**src/rtl/pulse_burst_tx.sv**
```systemverilog
// Pulse-burst transmitter: a start edge launches N fixed-width pulses
// on io_out[0], with busy/done/remaining/state status alongside.
module pulse_burst_tx #(
    parameter int HIGH_CYCLES = 2,
    parameter int LOW_CYCLES  = 2,
    parameter int SLOW_MULT   = 4
) (
    input  logic [7:0] io_in,
    output logic [7:0] io_out
);

    typedef enum logic [1:0] {
        S_IDLE = 2'b00,
        S_HIGH = 2'b01,
        S_LOW  = 2'b10,
        S_DONE = 2'b11
    } state_t;

    localparam logic [7:0] H_LAST   = 8'(HIGH_CYCLES - 1);
    localparam logic [7:0] L_LAST   = 8'(LOW_CYCLES - 1);
    localparam logic [7:0] H_LAST_S = 8'(HIGH_CYCLES * SLOW_MULT - 1);
    localparam logic [7:0] L_LAST_S = 8'(LOW_CYCLES * SLOW_MULT - 1);

    logic       clk;
    logic       rst_n;
    logic       start_s1;
    logic       start_s2;
    logic       start_prev;
    logic       abort_s1;
    logic       abort_s2;
    logic       start_edge;
    state_t     state;
    logic [7:0] phase;
    logic [3:0] rem;
    logic       slow_q;
    logic [7:0] h_last;
    logic [7:0] l_last;
    logic       h_end;
    logic       l_end;
    logic       pulse_q;
    logic       busy_q;
    logic       done_q;
    logic [2:0] rem_q;
    logic [1:0] code_q;

    assign clk   = io_in[0];
    assign rst_n = io_in[1];

    always_ff @(posedge clk or negedge rst_n) begin
        if (!rst_n) begin
            start_s1   <= 1'b0;
            start_s2   <= 1'b0;
            start_prev <= 1'b0;
            abort_s1   <= 1'b0;
            abort_s2   <= 1'b0;
        end else begin
            start_s1   <= io_in[2];
            start_s2   <= start_s1;
            start_prev <= start_s2;
            abort_s1   <= io_in[6];
            abort_s2   <= abort_s1;
        end
    end

    assign start_edge = start_s2 & ~start_prev;
    assign h_last     = slow_q ? H_LAST_S : H_LAST;
    assign l_last     = slow_q ? L_LAST_S : L_LAST;
    assign h_end      = (phase == h_last);
    assign l_end      = (phase == l_last);

    // Outputs are registered images of the current state, one clock behind.
    always_ff @(posedge clk or negedge rst_n) begin
        if (!rst_n) begin
            state   <= S_IDLE;
            phase   <= 8'd0;
            rem     <= 4'd0;
            slow_q  <= 1'b0;
            pulse_q <= 1'b0;
            busy_q  <= 1'b0;
            done_q  <= 1'b0;
            rem_q   <= 3'd0;
            code_q  <= 2'b00;
        end else begin
            pulse_q <= (state == S_HIGH);
            busy_q  <= (state == S_HIGH) || (state == S_LOW);
            done_q  <= (state == S_DONE);
            rem_q   <= rem[2:0];
            code_q  <= state;
            phase   <= phase + 8'd1;
            unique case (state)
                S_IDLE: begin
                    phase <= 8'd0;
                    if (start_edge && !abort_s2) begin
                        rem    <= (io_in[5:3] == 3'd0) ? 4'd8
                                                       : {1'b0, io_in[5:3]};
                        slow_q <= io_in[7];
                        state  <= S_HIGH;
                    end
                end
                S_HIGH: begin
                    if (abort_s2) begin
                        state <= S_IDLE;
                        rem   <= 4'd0;
                        phase <= 8'd0;
                    end else if (h_end) begin
                        rem   <= rem - 4'd1;
                        state <= S_LOW;
                        phase <= 8'd0;
                    end
                end
                S_LOW: begin
                    if (abort_s2) begin
                        state <= S_IDLE;
                        rem   <= 4'd0;
                        phase <= 8'd0;
                    end else if (l_end) begin
                        state <= (rem != 4'd0) ? S_HIGH : S_DONE;
                        phase <= 8'd0;
                    end
                end
                S_DONE: begin
                    state <= S_IDLE;
                    phase <= 8'd0;
                end
            endcase
        end
    end

    assign io_out = {code_q, rem_q, done_q, busy_q, pulse_q};

endmodule

```
**config.mk**
```make
export PLATFORM = sky130hd
export DESIGN_NAME = pulse_burst_tx
export DESIGN_NICKNAME = d
export VERILOG_FILES = /design/src/rtl/pulse_burst_tx.sv
export SDC_FILE = /design/constraint.sdc
export NUM_CORES = 1
export LEC_CHECK = 0
export CELL_PAD_IN_SITES_DETAIL_PLACEMENT = 1
export CELL_PAD_IN_SITES_GLOBAL_PLACEMENT = 1
export CORE_MARGIN = 3
export CORE_UTILIZATION = 48
export DETAILED_ROUTE_END_ITERATION = 12
export DONT_BUFFER_PORTS = 1
export GPL_ROUTABILITY_DRIVEN = 0
export PLACE_DENSITY = 0.77
export SLEW_MARGIN = 20
export SYNTH_ARGS = -nofsm -noshare
export SYNTH_HDL_FRONTEND = slang
export SYNTH_SLANG_ARGS = --single-unit
```
**constraint.sdc**
```tcl
create_clock -name io_in -period 2.45 [get_ports io_in]
set_input_delay 0.49 -clock io_in [delete_from_list [all_inputs] [get_ports io_in]]
set_output_delay 0.49 -clock io_in [all_outputs]
set_load 0.005 [all_outputs]
```
Word level (Yosys, flattened, before mapping)
Cells that the tools add are included.
{ "word_totals": {"elab_cells": 55, "output_inout_bits": 8, "reg_bits": 28} }
{ "op_classes": {"addsub": 2, "reduce_logical": 12, "n_mux": 17, "eq_ne": 8, "bitwise": 2} }
{ "ops": {"columns": ["op", "count"], "rows": [
  ["two-way mux 4 bit", 5],
  ["two-way mux 8 bit", 2],
  ["case mux 8 bit (2 select lines)", 1],
  ["two-way mux 2 bit", 6],
  ["case mux 4 bit (3 select lines)", 1],
  ["adder 8 x 1 -> 8 bit, second input constant", 1],
  ["equality test 8 x 3 -> 1 bit", 1],
  ["case mux 2 bit (4 select lines)", 1],
  ["!= test 3 bit, second input constant", 2],
  ["equality test 2 bit, second input constant", 2],
  ["!= test 2 bit, second input constant", 2],
  ["AND reduction 4 bit", 1],
  ["nonzero test 4 bit", 1],
  ["OR reduction 2 bit", 2],
  ["subtractor 4 x 1 -> 4 bit, second input constant", 1],
  ["zero test 3 bit", 1],
  ["two-way mux 3 bit", 1],
  ["AND reduction 3 bit", 1],
  ["nonzero test 3 bit", 1],
  ["equality test 2 x 1 -> 1 bit, second input constant", 1],
  ["zero test 2 bit", 1],
  ["AND reduction 2 bit", 1],
  ["AND 1 bit", 1],
  ["logical AND 1 bit", 1],
  ["other kinds (3)", 3]
]} }

Logic depth before layout (Yosys ltp)
Gate-level depths: netlist of the first run.
{ "depth": {"ltp_word": 5, "ltp_mapped": 6, "mapped_depth_nobuf": 6} }

Least setup slack after synthesis of the first run
No wires, ideal clock.
{ "synth_path": {"kind": "register to register", "start": "register abort_s2", "end": "register rem[0]", "path_stages_with_launch": 5, "path_slack_ns": 0.762, "arrival_time_ns": 1.563, "path_buffers": 0, "cell_sequence": "dfrtp_1 > or3b_4 > a211oi_4 > o21a_4 > mux2_4"} }
{ "synth_between": {"elab_chain_cells": 4, "word_cells_on_any_way": 8} }
{ "synth_lines": {"columns": ["element", "line_no", "source"], "rows": [
  ["from (decl)", "30", "logic abort_s2;"],
  ["from (signal assigned)", "61", "abort_s2 <= abort_s1;"],
  ["zero test 1 bit", "93", "if (start_edge && !abort_s2) begin"],
  ["logical AND 1 bit", "93", null],
  ["!= test 2 bit (no line)", null, null],
  ["AND reduction 4 bit (no line)", null, null],
  ["to (signal assigned)", "94", "rem <= (io_in[5:3] == 3'd0) ? 4'd8"],
  ["to (signal assigned)", "106", "rem <= rem - 4'd1;"],
  ["to (decl)", "34", "logic [3:0] rem;"]
]} }
Parallel ways exist; a longest one is shown, timed or not.
A chain may end at the register's enable or synchronous reset.

==> results of run 1 <==
-- sequential cells by signal (all words and copies together) (netlist names), 2 cells and up --
signal	cells
rem_q	3
phase	8
state	2
code_q	2
rem	4
-- synth_stat cells (all sizes together), types with 2 or more instances --
cell,number
nand2b,2
dfrtp,28
nor2,12
a22o,2
nand3,4
ha,6
nor3b,2
and3,4
o211ai,2
o32a,2
o22ai,4
nand2,2
xnor2,3
buf,3
and2b,2
mux2,2
xor2,3
inv,8
o21ai,2
-- metrics by stage --
stage          total power, uW  setup slack (ps)  util [%]  instances  hold slack (ps)
2_1_floorplan              542               444         -        107             -296
3_3_place_gp               542               444      54.1        132             -296
3_5_place_dp               542               444      54.1        132             -296
4_1_cts                   1490               487      61.7        155             -339
5_1_grt                   1570               368      61.7        155             -355
6_report                  1450               491      61.7        155             -353
-- worst paths after layout --
check	startpoint	to	slack (ps)	depth (start not counted)
setup / recovery	io_in[3]	rem[3]$_DFFE_PN0P_	490	5
hold / removal	io_in[1]	done_q$_DFF_PN0_	-350	2
setup reg to reg	state[1]$_DFFE_PN0P_	rem[2]$_DFFE_PN0P_	500	6
hold reg to reg	start_s1$_DFF_PN0_	start_s2$_DFF_PN0_	370	0
max in group asynchronous	io_in[1]	phase[3]$_DFF_PN0_	2600	2
min in group io_in	io_in[6]	abort_s1$_DFF_PN0_	-330	0
-- cell families (layout without fill, tap and decap cells) --
logic type / Yosys count / after routing / synth area share [%]
AO/OA/AOI/OAI: 17 / 17 / 11.9
AND/OR/NAND/NOR: 37 / 37 / 16.0
adder cells (fa/ha/maj): 6 / 6 / 5.94
multiplexers: 2 / 2 / 2.38
buffers and inverters: 11 / 31 / 4.16
flip-flops: 28 / 28 / 55.4
XOR/XNOR: 6 / 6 / 4.16
-- placed cells by master (no fill, tap or decap), types with 2 or more instances in the layout --
cell / instances
dfrtp_1: 28
clkbuf_4: 21
nor2_1: 12
inv_1: 8
ha_1: 6
and3_1: 4
nand3_1: 4
o22ai_1: 4
xor2_1: 3
xnor2_1: 3
and2b_1: 2
nand2_1: 2
nand2b_1: 2
o211ai_1: 2
a22o_1: 2
mux2_4: 2
nor3b_1: 2
o21ai_0: 2
o32a_1: 2
-- where the power goes --
| part | total (uW) | internal (uW) | switching [uW] |
|---|---|---|---|
| sequential | 468 | 468 | 0 |
| combinational | 0.000200 | 0 | 0 |
| clock | 979 | 449 | 530 |
-- worst max-delay path, stage by stage --
cell	delay (ps)
clkbuf_4	120
clkbuf_4	130
or4_1	510
o31ai_1	90
a22o_1	180
-- cell type report --
class	instances	share of cell area, %
clock inverter	4	1.37
inverter	5	1.29
sequential	28	48.1
clock buffer	22	11.8
tap	28	2.41
multi-input combinational	68	35.1
-- routing by layer --
layer  part of all wire [%]  vias to the layer above  GRT usage (%)
li1                       -                      412              -
met1                     39                      481           27.5
met2                     44                       84           35.6
met3                     12                       29           38.5
met4                    5.3                        0           35.4
met5                      0                        -           4.76
==> impl_results.md, run 1 <==
* RSZ-0062 raised after global routing: false
* Die H at 57.3 um
* Avg Cell Area, Syn at 11.8 um^2
* Share of cells above drive strength 1 at 22.8%
* Starting Density at 53.5%
* Reg clk slew, reported paths at 160 ps
* Post-synth cell types at 33
* Placed cell area at between 1000 and 1500 um^2
* Pre-Repair DR Iteration Count at 12
* CTS resizes at 0
* Slew margin rel. at 77.7%
* Pwr Density at 993 nW/um^2
* Port-buffer cells at 0
* CTS tree: yes
* Design area at roughly 1500 um^2
* Hold Vio Cnt, Final at 31
* Antenna-violating nets left at 0
* CP Launch Type: clock port
* Clk_skew at 13.6 ps
* Area contributors post-synth: dfrtp_1 55%, ha_1 5.9%, nor2_1 3.6%
* Fin Hold WS at -353 ps
* Setup TNS at 0 ps
* Leak pwr at 0.000743 uW
* FF/Latch Area at 701 um^2
* Yosys warns at 0
* Multi-input logic area at 510 um^2
* VDD IR-drop max at 0.855 mV
* Failing checks: DRC, hold timing
* Seq/Total Area, Yosys at between 50 and 60%
* DP HPWL at 1930 um
* Crit end category: flip-flop
* Number of max-cap violations at 0
* Initial DRC Count at 74
* Outcome: finished with violations
* Hold Crit Class: clk -> async
* Row count at 17
* Peak Freq at 512 MHz
* Max-slew violations at 0
* WL final at 3540 um
* # diodes at 0
* EDFF count, synth at 0
* Least-Margin Pin Slew at 335 ps
* Final Cycle Share at between 70% and 80%
* Cells after Synth at about 110
* Clk Latency, worst-skew pair at 340 ps
* Crit-path max FO at 2
* Initial antenna violation count at 0
* Per-cell routed wire length at 22.9 um
* Post-CTS Setup Repair Bufs at 0
* DRC at 1
* #FFs+latches synth at 28
* WP data arrival at 2260 ps
* Gr ovfl total at 0
* # hold bufs at CTS at 0
* Cell Area, Synth at between 1000 and 1500 um^2
* Fillers at 246
* Critical setup path kind: clk -> reg
* Largest net degree at the start of global routing at 17
* Synth top area share at a little under three fifths
* Core area at ~2400 um^2
* Via count at roughly 1000
* Area delta synth->final at 15.2%
* Area leader, netlist: dfrtp_1
* Syn_nets at 121
* Vias in the first global route at 1283
* Gr usage total at between 30 and 40%
* FFs w/ async S/R, synth at 100%
* First-pass GRT wire length at 6530 um
* Worst Path Required at 2750 ps
* Die ar. at 3280 um^2
* Nets at 141
* I/O pin count at 16
* Post-layout min period at between 1500 and 2000 ps
* Post-synth top flop: dfrtp_1
* Vias per std cell at 6.49
* Setup violators final at 0
* Die width at 57.3 um
Power figures use the tool's default switching activity.
==> inputs of run 2 (changes only) <==
==> constraint.sdc (replaced) <==
create_clock -name io_in -period 1.9 [get_ports io_in]
set_input_delay 0.38 -clock io_in [delete_from_list [all_inputs] [get_ports io_in]]
set_output_delay 0.38 -clock io_in [all_outputs]
set_load 0.005 [all_outputs]
==> run 2 against run 1 <==
Net effect:
- the flow finishes with violations (hold timing)
- design area up 3.7%
- critical path type is now reg -> reg
- clock power grew 40%
- critical path depth rose by 1
- setup slack worse by 460 ps
- highest routed layer unchanged
- global-route usage down 0.20 points
- die area stayed put
- register-to-register slack got worse by 470 ps
- count of clock-buffer cells in the layout is 1 lower
==> impl_results.md, run 2 (same netlist as run 1, synthesis figures left out) <==
* Outcome: finished with violations
* Number of max-cap violations at 0 (unchanged)
* Leak pwr at 0.000760 uW (+2.3%)
* WL final at 3880 um (+9.5%)
* WP data arrival at 2120 ps (-140 ps)
* Commonest cells after routing, fill and taps aside: 28 x dfrtp_1, 21 x clkbuf_4, 12 x nor2_1
* Worst path buffer plus inverter count at 1 (-1)
* Die H at 57.3 um (unchanged)
* Clk_skew at 12.5 ps (-1.14 ps)
* Fillers at 243 (-1.2%)
* Critical setup path kind: reg -> reg
* Row count at 17 (unchanged)
* Die width at 57.3 um (unchanged)
* Port-buffer cells at 0 (unchanged)
* Crit-path max FO at 4 (+2)
* Crit end category: flip-flop
* Vias in the first global route at 1286 (+0.23%)
* Peak Freq at 536 MHz
* # diodes at 0 (unchanged)
* Reg clk slew, reported paths at 150 ps (about the same)
* I/O pin count at 16 (unchanged)
* Per-cell routed wire length at 24.6 um (+7.5%)
* Crit-path max cell delay at 390 ps (-120 ps)
* Final Core Density at 64.0% (+2.3 points)
* Critical path's top delay family: compound AO/OA/AOI/OAI gates
* Max-slew violations at 0 (unchanged)
* Starting Density at 53.5% (unchanged)
* Hold Vio Cnt, Final at 31 (unchanged)
* Gr ovfl total at 0 (unchanged)
* CTS tree: yes
* RSZ-0062 raised after global routing: false
* Crit-path cells: inv_1, ha_1, and2b_1, a211oi_4, o21a_4, mux2_4
* Fin Hold WS at -350 ps (+3.44 ps)
* DRC at 0 (-1)
* Setup violators final at 0 (unchanged)
* P_sw at 689 uW (+30%)
* Hold Crit Class: clk -> async
* Worst Path Required at 2150 ps (-600 ps)
* Least-Margin Pin Slew at 333 ps (-1.44 ps)
* CP Launch Type: flip-flop
* Commonest non-fill, non-tap cell in the layout: dfrtp_1
* Gr usage total at 32.4% (-0.20 points)
* Seq pwr share at 30.6% (-1.7 points)
* DP HPWL at 2090 um (+8.6%)
* Nets at 144 (+2.1%)
* Pwr Density at 1300 nW/um^2 (+31%)
* Failing checks: hold timing
* Initial DRC Count at 50 (-32%)
* Die ar. at 3280 um^2 (unchanged)
* VDD IR-drop max at 1.20 mV (+40%)
* Via count at 1023 (+1.7%)
* Core area at 2360 um^2 (unchanged)
* Area delta synth->final at 19.5%
* Largest reg by FF count: phase
* Clock power share at 69.4% (+1.7 points)
* Internal power at 1280 uW (+40%)
* Top Registers: phase (8), rem (4), rem_q (3)
* Slowest stage cell, crit path: dfrtp_1
* Max reg flops at 8 (unchanged)
* Pre-Repair DR Iteration Count at 4 (-8)
* Largest net degree at the start of global routing at 17 (unchanged)
* Antenna-violating nets left at 0 (unchanged)
* Switching Share at 35.0% (-1.7 points)
* Logic pwr share at 0% (unchanged)
* Post-layout min period at 1870 ps
* Vias per std cell at 6.47 (-0.24%)
* Clk Latency, worst-skew pair at 340 ps (about the same)
* First-pass GRT wire length at 6420 um (-1.8%)
* Initial antenna violation count at 0 (unchanged)
* Share of cells above drive strength 1 at 26.2% (+3.3 points)
* Slew margin rel. at 77.8% (+0.096 points)
* Setup TNS at 0 ps (unchanged)
* Final Cycle Share at 98.3%
run 2: power by group through the flow:
stage / clock network [uW] / registers, uW / logic [uW]
5_1_grt: 1510 / 603 / 0.000210
3_5_place_dp: 80.0 / 619 / 0.000206
4_1_cts: 1400 / 603 / 0.000208
2_1_floorplan: 80.0 / 619 / 0.000216
6_report: 1370 / 603 / 0.000210
3_3_place_gp: 80.0 / 619 / 0.000206
run 2: stage by stage:
stage | hold WS [ps] | cell area [um^2] | cells | setup slack (ps) | total power, uW
after global placement | -296 | 1280 | 133 | 169 | 699
after detailed placement | -296 | 1280 | 133 | 59.2 | 699
after global routing | -349 | 1510 | 158 | 3.72 | 2110
final | -350 | 1510 | 158 | 32.6 | 1970
after CTS | -332 | 1490 | 157 | 32.9 | 2000
after floorplan | -296 | 1260 | 107 | 169 | 699
run 2: cell type report:
| cell class | instances | area (um^2) | share of cell area [%] |
|---|---|---|---|
| repair buffers | 3 | 22.5 | 1.49 |
| inverters | 5 | 18.8 | 1.24 |
| clock buffers | 21 | 158 | 10.4 |
| multi-input cells | 68 | 526 | 34.8 |
| clock inverters | 5 | 50.0 | 3.31 |
| well taps | 28 | 35.0 | 2.32 |
| flip-flops and latches | 28 | 701 | 46.4 |
run 2: path summary, 6_finish.rpt:
kind / end / startpoint / depth (start not counted) / slack, ps
min in group io_in: abort_s1$_DFF_PN0_ / io_in[6] / 0 / -320
max in group asynchronous: phase[7]$_DFF_PN0_ / io_in[1] / 2 / 2060
worst min register to register: start_s2$_DFF_PN0_ / start_s1$_DFF_PN0_ / 0 / 370
worst max-delay path: rem[1]$_DFFE_PN0P_ / state[0]$_DFFE_PN0P_ / 6 / 30
worst min-delay path: rem[1]$_DFFE_PN0P_ / io_in[1] / 2 / -350
worst max register to register: rem[1]$_DFFE_PN0P_ / state[0]$_DFFE_PN0P_ / 6 / 30
run 2: timing repair:
action | CTS | global route
resized for setup | 1 | 2
pin swaps | 0 | 0
hold buffers | 0 | 0
setup buffers | 1 | 1
setup endpoints to repair | 3 | 3
run 2: per-layer routing:
layer	part of all wire, %	track usage, %
met5	0	1.59
met4	5.9	41.4
met3	12	30.1
met2	47	39.0
met1	36	26.9
